## config.mk

```make
export PLATFORM = sky130hd
export DESIGN_NAME = ddr_port_arbiter
export DESIGN_NICKNAME = d
export VERILOG_FILES = /design/src/rtl/ddr_port_arbiter.sv
export SDC_FILE = /design/constraint.sdc
export NUM_CORES = 1
export LEC_CHECK = 0
export ABC_CLOCK_PERIOD_IN_PS = 7430
export BUFFER_PORTS_ARGS = -buffer_cell sky130_fd_sc_hd__buf_4
export CAP_MARGIN = 5
export CORE_MARGIN = 10
export CORE_UTILIZATION = 45
export DETAILED_ROUTE_END_ITERATION = 7
export HOLD_SLACK_MARGIN = 0.15
export PLACE_DENSITY = 0.87
export SYNTH_ARGS = -nofsm -noshare
export SYNTH_HDL_FRONTEND = slang
export SYNTH_SLANG_ARGS = --single-unit
```

## constraint.sdc

```tcl
create_clock -name clk -period 7.43 [get_ports clk]
set_clock_uncertainty 0.1 [all_clocks]
set_input_delay 0.3715 -clock clk [delete_from_list [all_inputs] [get_ports clk]]
set_output_delay 0.3715 -clock clk [all_outputs]
set_load 0.01 [all_outputs]
```

## src/rtl/ddr_port_arbiter.sv

```systemverilog
// ddr_port_arbiter: round-robin owner selection for one shared DDR command port.
// Three requesters (FM load, WT load, SAVE) each get one fixed-length command
// per grant. The FSM walks IDLE -> ISSUE -> BUSY -> DONE -> IDLE.
module ddr_port_arbiter #(
  parameter int ADDR_WIDTH = 32,
  parameter int LEN_WIDTH  = 23,
  parameter logic [LEN_WIDTH-1:0] FM_LEN   = LEN_WIDTH'(10240),
  parameter logic [LEN_WIDTH-1:0] WT_LEN   = LEN_WIDTH'(10240),
  parameter logic [LEN_WIDTH-1:0] SAVE_LEN = LEN_WIDTH'(10240)
) (
  input  logic                  clk,
  input  logic                  rst,
  input  logic [2:0]            req,
  input  logic [ADDR_WIDTH-1:0] fm_addr,
  input  logic [ADDR_WIDTH-1:0] wt_addr,
  input  logic [ADDR_WIDTH-1:0] save_addr,
  output logic [2:0]            grant,
  output logic [2:0]            done,
  output logic                  cmd_valid,
  input  logic                  cmd_ready,
  output logic [ADDR_WIDTH-1:0] cmd_addr,
  output logic [LEN_WIDTH-1:0]  cmd_len,
  output logic                  cmd_write,
  input  logic                  xfer_done,
  output logic                  busy,
  output logic                  err
);

  typedef enum logic [1:0] {S_IDLE, S_ISSUE, S_BUSY, S_DONE} state_t;

  state_t state, next_state;

  logic [1:0]            last_grant;  // index of the most recently completed owner
  logic [1:0]            cur_idx;     // index of the current owner
  logic [2:0]            sel;
  logic [1:0]            sel_idx;
  logic [ADDR_WIDTH-1:0] sel_addr;
  logic [LEN_WIDTH-1:0]  sel_len;
  logic                  grant_load;
  logic                  issue_ack;
  logic                  finish;

  // Round-robin pick: scan starting one past the last owner, wrapping at 3.
  always_comb begin
    sel     = '0;
    sel_idx = '0;
    for (int k = 0; k < 3; k++) begin
      int i;
      i = int'(last_grant) + 1 + k;
      if (i >= 3) i = i - 3;
      if (sel == '0 && req[i]) begin
        sel[i]  = 1'b1;
        sel_idx = 2'(i);
      end
    end
  end

  // Address and length of the selected requester.
  always_comb begin
    sel_addr = fm_addr;
    sel_len  = FM_LEN;
    case (sel_idx)
      2'd1:    begin sel_addr = wt_addr;   sel_len = WT_LEN;   end
      2'd2:    begin sel_addr = save_addr; sel_len = SAVE_LEN; end
      default: begin sel_addr = fm_addr;   sel_len = FM_LEN;   end
    endcase
  end

  // State register.
  always_ff @(posedge clk) begin
    if (rst) state <= S_IDLE;
    else     state <= next_state;
  end

  // Next-state logic; DONE always returns to IDLE without arbitrating.
  always_comb begin
    next_state = state;
    case (state)
      S_IDLE:  if (req != 3'b000) next_state = S_ISSUE;
      S_ISSUE: if (cmd_ready)     next_state = S_BUSY;
      S_BUSY:  if (xfer_done)     next_state = S_DONE;
      S_DONE:                     next_state = S_IDLE;
      default:                    next_state = S_IDLE;
    endcase
  end

  // Transition strobes that drive the registered outputs.
  always_comb begin
    grant_load = (state == S_IDLE)  && (req != 3'b000);
    issue_ack  = (state == S_ISSUE) && cmd_ready;
    finish     = (state == S_BUSY)  && xfer_done;
  end

  // Registered outputs: command captured at grant and held until the next grant.
  always_ff @(posedge clk) begin
    if (rst) begin
      grant      <= '0;
      done       <= '0;
      cmd_valid  <= 1'b0;
      cmd_addr   <= '0;
      cmd_len    <= '0;
      cmd_write  <= 1'b0;
      busy       <= 1'b0;
      err        <= 1'b0;
      last_grant <= 2'd2;
      cur_idx    <= 2'd0;
    end else begin
      done <= '0;
      if (grant_load) begin
        grant     <= sel;
        cmd_valid <= 1'b1;
        cmd_addr  <= sel_addr;
        cmd_len   <= sel_len;
        cmd_write <= (sel_idx == 2'd2);
        cur_idx   <= sel_idx;
      end
      if (issue_ack) cmd_valid <= 1'b0;
      if (finish) begin
        done       <= grant;
        grant      <= '0;
        last_grant <= cur_idx;
      end
      busy <= (next_state != S_IDLE);
      // A completion pulse outside BUSY is a protocol violation; sticky until reset.
      if (xfer_done && state != S_BUSY) err <= 1'b1;
    end
  end

endmodule
```

==> results.py, run 1 <==
metrics = {
    "cells_and_area": {
        "multi_input_area_sq_um": 1590,
        "num-nets-final": 622,
        "drive_gt1_share_pct": 31.8,
        "antenna_cells": 0,
        "synthToLayoutAreaGrowth_pct": 40.1,
        "final_cell_mix": "buf_4, nand2_1, dfxtp_1",
        "fillers": 542,
        "final_common_cell": "buf_4",
        "regArea_sq_um": 981,
    },
    "critical_path": {
        "cp_top_family": "adder cells",
        "end_kind": "flip-flop",
        "arrival_ns": 4.17,
        "crit_path_max_fanout": 32,
        "worstSetupPathType": "reg -> reg",
        "critPathRequiredTime_ns": 7.55,
        "critical-path-max-stage-delay_ns": 0.95,
        "worstPathCellList": "inv_1 > ha_1 > nand2b_1 > o22ai_1 > a221o_1 > or3_4 > nand2b_1 > ha_1 > a22oi_1 > o21ai_0 > nand2_1 > a21oi_1",
        "r2r.worst_path.cells": 12,
        "cpMaxStageDelayCell": "ha_1",
        "crit_buf_inv": 1,
        "cp_num_cells": 12,
        "startpoint_type": "flip-flop",
    },
    "clock_tree": {
        "tritoncts": "yes",
        "cts-resized-gates": 0,
        "postCtsSetupBuffers": 0,
        "clock_path_buffers": 2,
        "numCtsBuffers": 5,
        "hold_buffers": 0,
        "clk_latency_ns": 0.29,
        "cts-root-buf": "clkbuf_8",
        "cts_max_level": 2,
        "cts_sinks": 49,
        "path_clk_slew_ns": 0.08,
    },
    "sta": {
        "setup_violations": 0,
        "slew-limit-headroom_pct": 19.9,
        "worst_pin_slew_ns": 1.20,
        "min_period_ns": 4.05,
        "slew_violations": 0,
        "fin_setup_tns_ns": 0,
        "max_freq_mhz": 247,
        "timing.hold.ws_ns": 0.235,
        "hold_violations": 0,
        "rsz0062_at_grt": "no",
        "post-route-period-util_pct": 54.5,
        "fin_ws_ns": 3.38,
    },
    "logic_synthesis": {
        "synth-edff-count": 0,
        "synth_cell_types": 37,
        "yosys_most_used_dff": "dfxtp_1",
        "ys_ff_latch": 49,
        "syn_area_sq_um": 2800,
        "postSynthAreaPerCell_sq_um": 7.26,
        "ys_seq_area_share_pct": 35.0,
        "synth_warnings": 0,
        "async_flop_share_pct": 0,
        "synthCells": 386,
    },
    "die": {
        "dieWidth_um": 98.9,
        "dieArea_sq_um": 9780,
        "ios": 168,
        "rows": 28,
        "start_util_pct": 46.8,
        "core_area_sq_um": 5990,
        "chipHeight_um": 98.9,
    },
    "detailed_routing": {
        "wl_per_cell_um": 15.5,
        "routed_wl_um": 9100,
        "num_vias": 3008,
        "ant_nets": 0,
        "drc": 0,
        "drt-vias-per-instance": 5.12,
        "dr.first_iter.drc_count": 175,
        "drt-pass1-iter-count": 4,
    },
    "run": {
        "maxCapViolCount": 0,
    },
    "status": {
        "outcome": "complete, no violations",
    },
    "place": {
        "place.gp.congestion": 0.937,
        "port_buffers": 146,
        "post-place-ws_ns": 3.47,
        "hpwlAfterDp_um": 7040,
    },
    "power": {
        "ir_drop_mv": 0.104,
        "p_per_area_nw_per_um2": 192,
        "leakagePower_nw": 1.84,
    },
    "global_route": {
        "grt_pass1_vias": 2944,
        "grt_usage_pct": 16.9,
        "antenna_found_initial": 0,
        "grt_first_pass_wirelength_um": 14200,
        "grt_max_degree": 65,
        "grt_overflow": 0,
    },
    "min_path": {
        "whs_path_depth": 3,
        "worstHoldPathType": "in -> reg",
    },
}
==> worst register-to-register path, delay by kind of cell, from the launching register on <==
family                     cells  cell delay (ns)
AOI/OAI and AO/OA              5             1.00
and+or+nand+nor                4             0.74
buffers and inverters          1             0.16
DFF                            1             0.50
adders and majority gates      2             1.48
==> cells by family (layout without fill, tap and decap cells) <==
kind of cell | Yosys count | after routing | synth area share, %
muxes | 2 | 2 | 0.715
DFF | 49 | 49 | 35.0
AOI/OAI and AO/OA | 127 | 127 | 28.0
buffers and inverters | 58 | 164 | 11.1
other | 1 | 21 | 0.134
xor gates and xnor gates | 1 | 1 | 0.313
adders and majority gates | 8 | 8 | 3.57
and+or+nand+nor | 140 | 140 | 21.1
==> stage by stage <==
stage	utilization (%)	instance area [sq um]	power (mW)	cells
after global placement	63.6	3810	0.566	579
after floorplan	-	2880	0.466	406
after CTS	65.5	3920	0.763	587
after global routing	65.5	3920	0.805	587
final	65.5	3920	0.753	587
after detailed placement	63.6	3810	0.572	579
==> where the power goes <==
group	total [mW]	switching, mW	internal [mW]
clock network	0.189	0.0796	0.110
logic	0.255	0.137	0.118
registers	0.308	0.0172	0.291
total	0.753	0.234	0.519
==> flip-flops by register name, indices dropped and copies added (netlist names), 2 cells and up <==
name,count
state,2
done,3
last_grant,2
cmd_addr,32
cur_idx,2
grant,3
==> routing by layer <==
layer  routed length, um  global-route usage (%)  vias to the layer above
li1                    -                       -                     1526
met5                   0                       0                        -
met2                4270                    27.9                      149
met3                 972                    7.33                       16
met1                3680                    19.3                     1317
met4                 180                    5.40                        0
==> Yosys cell counts, types with 2 or more instances <==
cell / n / area (sq um)
dfxtp_1: 49 / 981
o21ai_0: 36 / 180
ha_1: 8 / 100
buf_1: 2 / 7.51
buf_2: 3 / 15.0
clkbuf_1: 22 / 82.6
nand2_1: 104 / 390
nor3_1: 2 / 10.0
nand3b_1: 3 / 22.5
or3_1: 3 / 18.8
a211oi_2: 3 / 37.5
a21oi_1: 42 / 210
nor3b_1: 3 / 22.5
nor2_1: 14 / 52.6
nand2b_1: 6 / 37.5
a22oi_1: 33 / 248
o21bai_1: 2 / 15.0
nor2b_1: 2 / 12.5
buf_4: 22 / 165
a2bb2oi_1: 2 / 17.5
mux2i_1: 2 / 20.0
inv_1: 8 / 30.0
==> cell type report <==
cell class / instances / area share (%)
clock buffers: 7 / 2.20
clock inverters: 1 / 0.765
inverters: 8 / 0.765
multi-input cells: 299 / 40.6
flip-flops and latches: 49 / 25.0
well taps: 75 / 2.39
repair buffers: 148 / 28.3
==> path summary, 6_finish.rpt <==
path,start,to,slack (ns)
min,xfer_done,err,0.23
max reg2reg,last_grant[0],cmd_addr[15],3.38
max,last_grant[0],cmd_addr[15],3.38
min reg2reg,cmd_addr[25],cmd_addr[25],0.36
(Power assumes the default switching activity.)
==> run 2: changes to the inputs <==
Settings changed: ABC_CLOCK_PERIOD_IN_PS 7430 to 3580, CORE_UTILIZATION 45 to 39, PLACE_DENSITY 0.87 to 0.8.
Clock period 7.43 ns to 3.58 ns, I/O delays scaled along.
==> run 2 against run 1 <==
Net effect: combinational power rose by 130%; via count rose by 5.0%; routed wire length grew 8.4%; final cell count rose by 8.7%; total power is 120% higher; clock-buffer cell count fell by 1; fmax rose by 24%; critical endpoint is now cmd_addr[22]; clock power rose by 120%; sequential cell count unchanged; sequential share of layout area fell by 2.0 points; first-iteration DRC count fell by 29%.
==> results.py, run 2 (synthesis results as in run 1) <==
metrics = {
    "status": {
        "outcome": "complete, no violations",
    },
    "critical_path": {
        "rr_endpoint": "cmd_addr[22]",
        "cpMaxStageDelayCell": "ha_2",
        "critical-path-max-stage-delay_ns": 0.47,
        "worstPathCellList": "inv_1 > ha_2 > nand2b_1 > o22ai_1 > a221o_1 > or3_4 > nor2b_1 > ha_4 > buf_4 > nand2_1 > o21ai_0 > nand2_1 > a21oi_1",
        "end_kind": "flip-flop",
        "worstSetupPathType": "reg -> reg",
        "r2r.worst_path.cells": 13,
        "crit_path_max_fanout": 28,
        "critPathRequiredTime_ns": 3.72,
        "cp_common_cell": "nand2_1",
        "r2r_start": "last_grant[0]",
        "startpoint_type": "flip-flop",
        "arrival_ns": 3.42,
        "r2r_setup_slack_ns": 0.30,
    },
    "global_route": {
        "grt_usage_pct": 17.0,
        "grt_overflow": 0,
        "antenna_found_initial": 0,
        "grt_first_pass_wirelength_um": 15800,
        "grt_max_degree": 49,
        "grt_pass1_vias": 3214,
    },
    "clock_tree": {
        "numCtsBuffers": 5,
        "cts_max_level": 2,
        "cts_sinks": 49,
        "cts-root-buf": "clkbuf_8",
        "clk_latency_ns": 0.30,
        "tritoncts": "yes",
        "postCtsSetupBuffers": 0,
        "path_clk_slew_ns": 0.09,
        "clock_path_buffers": 2,
    },
    "sta": {
        "hold_violations": 0,
        "worst_pin_slew_ns": 0.725,
        "min_period_ns": 3.28,
        "setup_violations": 0,
        "rsz0062_at_grt": "no",
        "slew-limit-headroom_pct": 51.6,
        "fin_ws_ns": 0.303,
        "max_freq_mhz": 305,
        "slew_violations": 0,
        "timing.hold.ws_ns": 0.156,
        "post-route-period-util_pct": 91.5,
    },
    "cells_and_area": {
        "drive_gt1_share_pct": 31.5,
        "top_regs": "cmd_addr x32, done x3, grant x3",
        "largest_reg_flops": 32,
        "synthToLayoutAreaGrowth_pct": 52.5,
        "fin_area_sq_um": 4270,
        "top_register": "cmd_addr",
        "final_cell_mix": "buf_4, nand2_1, dfxtp_1",
        "final_common_cell": "buf_4",
        "fillers": 625,
        "num-nets-final": 652,
        "antenna_cells": 0,
        "fin_util_pct": 62.2,
    },
    "min_path": {
        "worstHoldStart": "fm_addr[19]",
        "worstHoldPathType": "in -> reg",
        "whs_path_depth": 5,
        "holdPathEnd": "cmd_addr[19]",
    },
    "detailed_routing": {
        "drt-vias-per-instance": 4.95,
        "ant_nets": 0,
        "wl_per_cell_um": 15.5,
        "drc": 0,
        "num_vias": 3157,
        "routed_wl_um": 9860,
        "dr.first_iter.drc_count": 124,
        "drt-pass1-iter-count": 4,
    },
    "die": {
        "start_util_pct": 40.8,
        "core_area_sq_um": 6870,
        "rows": 30,
        "dieWidth_um": 105,
        "dieArea_sq_um": 11000,
        "chipHeight_um": 105,
        "ios": 168,
    },
    "run": {
        "maxCapViolCount": 0,
    },
    "power": {
        "p_seq_share_pct": 39.3,
        "leakagePower_nw": 1.98,
        "clockPowerShare_pct": 25.5,
        "p_per_area_nw_per_um2": 382,
        "p_int_mw": 1.11,
        "ir_drop_mv": 0.155,
        "pwr-share-comb_pct": 35.2,
        "p_total_mw": 1.63,
        "power.switching_mw": 0.524,
        "swShare_pct": 32.1,
    },
    "place": {
        "hpwlAfterDp_um": 7160,
        "place.gp.congestion": 0.881,
        "port_buffers": 146,
        "post-place-ws_ns": -0.0780,
        "placed_cell_area_sq_um": 3880,
    },
}
[run 2: per-layer routing]
metal	up-vias	wire [um]	track usage (%)
li1	1586	-	-
met1	1439	3980	18.4
met2	124	4840	30.0
met3	8	952	7.37
met4	0	84	3.33
met5	-	0	0
[run 2: power by group through the flow]
| stage | Clock, mW | Sequential, mW | Combinational, mW |
|---|---|---|---|
| 2_1_floorplan | 0 | 0.673 | 0.294 |
| 3_3_place_gp | 0 | 0.652 | 0.540 |
| 3_5_place_dp | 0 | 0.654 | 0.549 |
| 4_1_cts | 0.426 | 0.642 | 0.576 |
| 5_1_grt | 0.450 | 0.650 | 0.639 |
| 6_report | 0.417 | 0.641 | 0.575 |
[run 2: worst max path at each step]
stage,start,slack (ns),end
global route,last_grant[1],0.006,cmd_addr[15]
floorplan,last_grant[0],0.25,cmd_addr[24]
global placement,last_grant[0],0.12,cmd_addr[29]
finish,last_grant[0],0.30,cmd_addr[22]
detailed placement,last_grant[0],-0.08,cmd_addr[5]
CTS,last_grant[0],0.12,cmd_addr[11]
[run 2: repair_timing]
action | in CTS | in global routing
gates resized for setup | 1 | 3
hold endpoints to repair | 27 | 0
endpoints found under the setup margin | 32 | 32
hold buffers | 25 | 0
[run 2: layout make-up]
class,instances,area [sq um],share of cell area [%]
Multi-Input combinational cell,299,1600,37.6
Sequential cell,49,982,23.0
Clock inverter,2,37.5,0.879
Tap cell,96,120,2.81
Timing Repair Buffer,178,1420,33.1
Inverter,8,30.0,0.703
Clock buffer,6,82.6,1.93
[run 2: worst max-delay path: cells and delay by family (launching register included)]
family,cells,cell delay [ns]
AO/OA/AOI/OAI,4,0.66
adder cells (fa/ha/maj),2,0.78
buffers and inverters,2,0.37
AND/OR/NAND/NOR,5,0.89
flip-flops,1,0.42
[run 2: stage by stage]
step | TNS (ns) | std cells
after floorplan | 0 | 406
after global placement | 0 | 605
after detailed placement | -0.364 | 605
after CTS | 0 | 638
after global routing | 0 | 638
final | 0 | 638
==> run 3: changes to the inputs <==
Settings changed: ABC_CLOCK_PERIOD_IN_PS 3580 to 3300, CORE_UTILIZATION 39 to 44, PLACE_DENSITY 0.8 to 0.85.
Clock period 3.58 ns to 3.3 ns, I/O delays scaled along.
==> run 3 against run 2 <==
Net effect: sequential power increased by 8.6%; utilization increased by 5.1 points; design area decreased by 1.1%; die area decreased by 9.3%; clock-buffer cell count increased by 1; total power increased by 7.7%; combinational power increased by 9.0%; critical path depth unchanged; fmax increased by 6.8%; final cell count decreased by 3.8%; clock power increased by 5%; critical endpoint is now cmd_addr[9]; largest power group unchanged.
==> results.py, run 3 (synthesis results as in run 1) <==
metrics = {
    "status": {
        "outcome": "complete, no violations",
    },
    "cells_and_area": {
        "regArea_sq_um": 985,
        "synthToLayoutAreaGrowth_pct": 50.9,
        "top_register": "cmd_addr",
        "largest_reg_flops": 32,
        "drive_gt1_share_pct": 32.6,
        "antenna_cells": 0,
        "fin_util_pct": 67.3,
        "num-nets-final": 647,
        "final_cell_mix": "buf_4, nand2_1, dfxtp_1",
        "top_regs": "cmd_addr x32, done x3, grant x3",
        "multi_input_area_sq_um": 1630,
        "fillers": 550,
        "final_common_cell": "buf_4",
    },
    "critical_path": {
        "r2r_start": "last_grant[0]",
        "crit_path_max_fanout": 42,
        "worstSetupPathType": "reg -> reg",
        "arrival_ns": 3.19,
        "critPathLaunch": "last_grant[0]",
        "r2r_setup_slack_ns": 0.23,
        "critPathRequiredTime_ns": 3.42,
        "r2r.worst_path.cells": 13,
        "end_kind": "flip-flop",
        "startpoint_type": "flip-flop",
        "rr_endpoint": "cmd_addr[9]",
    },
    "sta": {
        "setup_violations": 0,
        "slew-limit-headroom_pct": 47.5,
        "hold_violations": 0,
        "max_freq_mhz": 326,
        "min_period_ns": 3.07,
        "fin_ws_ns": 0.230,
        "fin_setup_tns_ns": 0,
        "worst_pin_slew_ns": 0.784,
        "post-route-period-util_pct": 93.0,
        "slew_violations": 0,
        "rsz0062_at_grt": "no",
    },
    "clock_tree": {
        "cts-root-buf": "clkbuf_8",
        "numCtsBuffers": 5,
        "cts_max_level": 2,
        "tritoncts": "yes",
        "clk_latency_ns": 0.30,
        "clock_path_buffers": 2,
        "path_clk_slew_ns": 0.09,
        "cts_sinks": 49,
    },
    "min_path": {
        "worstHoldStart": "fm_addr[24]",
        "worstHoldPathType": "in -> reg",
        "holdPathEnd": "cmd_addr[24]",
        "whs_path_depth": 5,
    },
    "power": {
        "leakagePower_nw": 1.96,
        "pwr-share-comb_pct": 35.6,
        "clockPowerShare_pct": 24.8,
        "p_per_area_nw_per_um2": 416,
        "p_seq_share_pct": 39.6,
        "ir_drop_mv": 0.222,
        "swShare_pct": 31.6,
        "p_total_mw": 1.76,
        "power.switching_mw": 0.556,
        "p_int_mw": 1.20,
    },
    "die": {
        "start_util_pct": 44.6,
        "dieArea_sq_um": 9960,
        "dieWidth_um": 99.8,
        "rows": 29,
        "core_area_sq_um": 6280,
        "chipHeight_um": 99.8,
        "ios": 168,
    },
    "detailed_routing": {
        "drc": 0,
        "routed_wl_um": 9880,
        "wl_per_cell_um": 16.1,
        "drt-vias-per-instance": 5.14,
        "drt-pass1-iter-count": 4,
        "dr.first_iter.drc_count": 122,
        "ant_nets": 0,
        "num_vias": 3156,
    },
    "global_route": {
        "grt_first_pass_wirelength_um": 15400,
        "grt_pass1_vias": 3215,
        "grt_usage_pct": 18.2,
        "grt_max_degree": 49,
        "grt_overflow": 0,
        "antenna_found_initial": 0,
    },
    "place": {
        "port_buffers": 146,
        "place.gp.congestion": 0.893,
        "hpwlAfterDp_um": 7230,
        "post-place-ws_ns": -0.202,
    },
    "run": {
        "maxCapViolCount": 0,
    },
}
run 3: routing by layer:
metal | share of wire, % | global-route usage, % | up-vias
met5 | 0 | 0 | -
met4 | 2.2 | 7.06 | 0
met3 | 10 | 7.69 | 21
met2 | 51 | 31.6 | 138
met1 | 37 | 19.1 | 1422
li1 | - | - | 1575
run 3: repair_timing:
action	4_1_cts	5_1_grt
resized for setup	2	7
hold buffers	18	0
endpoints found under the setup margin	32	32
endpoints found under the hold margin	20	0
buffers inserted	0	1
run 3: final cells by class:
cell class	instances	share of cell area, %
flip-flops and latches	49	23.3
well taps	77	2.28
inverters	8	0.710
multi-input cells	299	38.6
repair buffers	173	32.4
clock inverters	1	0.710
clock buffers	7	2.04
run 3: stage by stage:
step | std cells | instance area (sq um) | hold WS, ns
floorplan | 406 | 2880 | 0.206
global placement | 587 | 3880 | 0.313
detailed placement | 587 | 3880 | 0.319
CTS | 613 | 4190 | 0.151
global route | 614 | 4230 | 0.180
finish | 614 | 4230 | 0.152
run 3: worst max-delay path, stage by stage, from the launching register on:
cell and delay, ns:
dfxtp_4 0.40, inv_1 0.12, ha_4 0.34, nand2b_1 0.11
o22ai_1 0.10, a221o_1 0.32, or3_4 0.42, nor2b_1 0.17
ha_4 0.32, buf_12 0.18, nand2_1 0.07, o21ai_0 0.07
nand2_1 0.08, a21oi_1 0.17
run 3: worst max path at each step:
stage,end,slack (ns),depth (start not counted)
3_3_place_gp,cmd_addr[2],-0.07,12
5_1_grt,cmd_addr[2],0.005,13
2_1_floorplan,cmd_addr[24],0.03,13
3_5_place_dp,cmd_addr[11],-0.20,12
6_report,cmd_addr[9],0.23,13
4_1_cts,cmd_addr[11],0.05,13
run 3: power by group through the flow:
| stage | Combinational [mW] | Sequential (mW) | Clock (mW) |
|---|---|---|---|
| after floorplan | 0.320 | 0.730 | 0 |
| after global placement | 0.585 | 0.706 | 0 |
| after detailed placement | 0.598 | 0.710 | 0 |
| after CTS | 0.624 | 0.697 | 0.443 |
| after global routing | 0.694 | 0.705 | 0.467 |
| final | 0.627 | 0.696 | 0.436 |
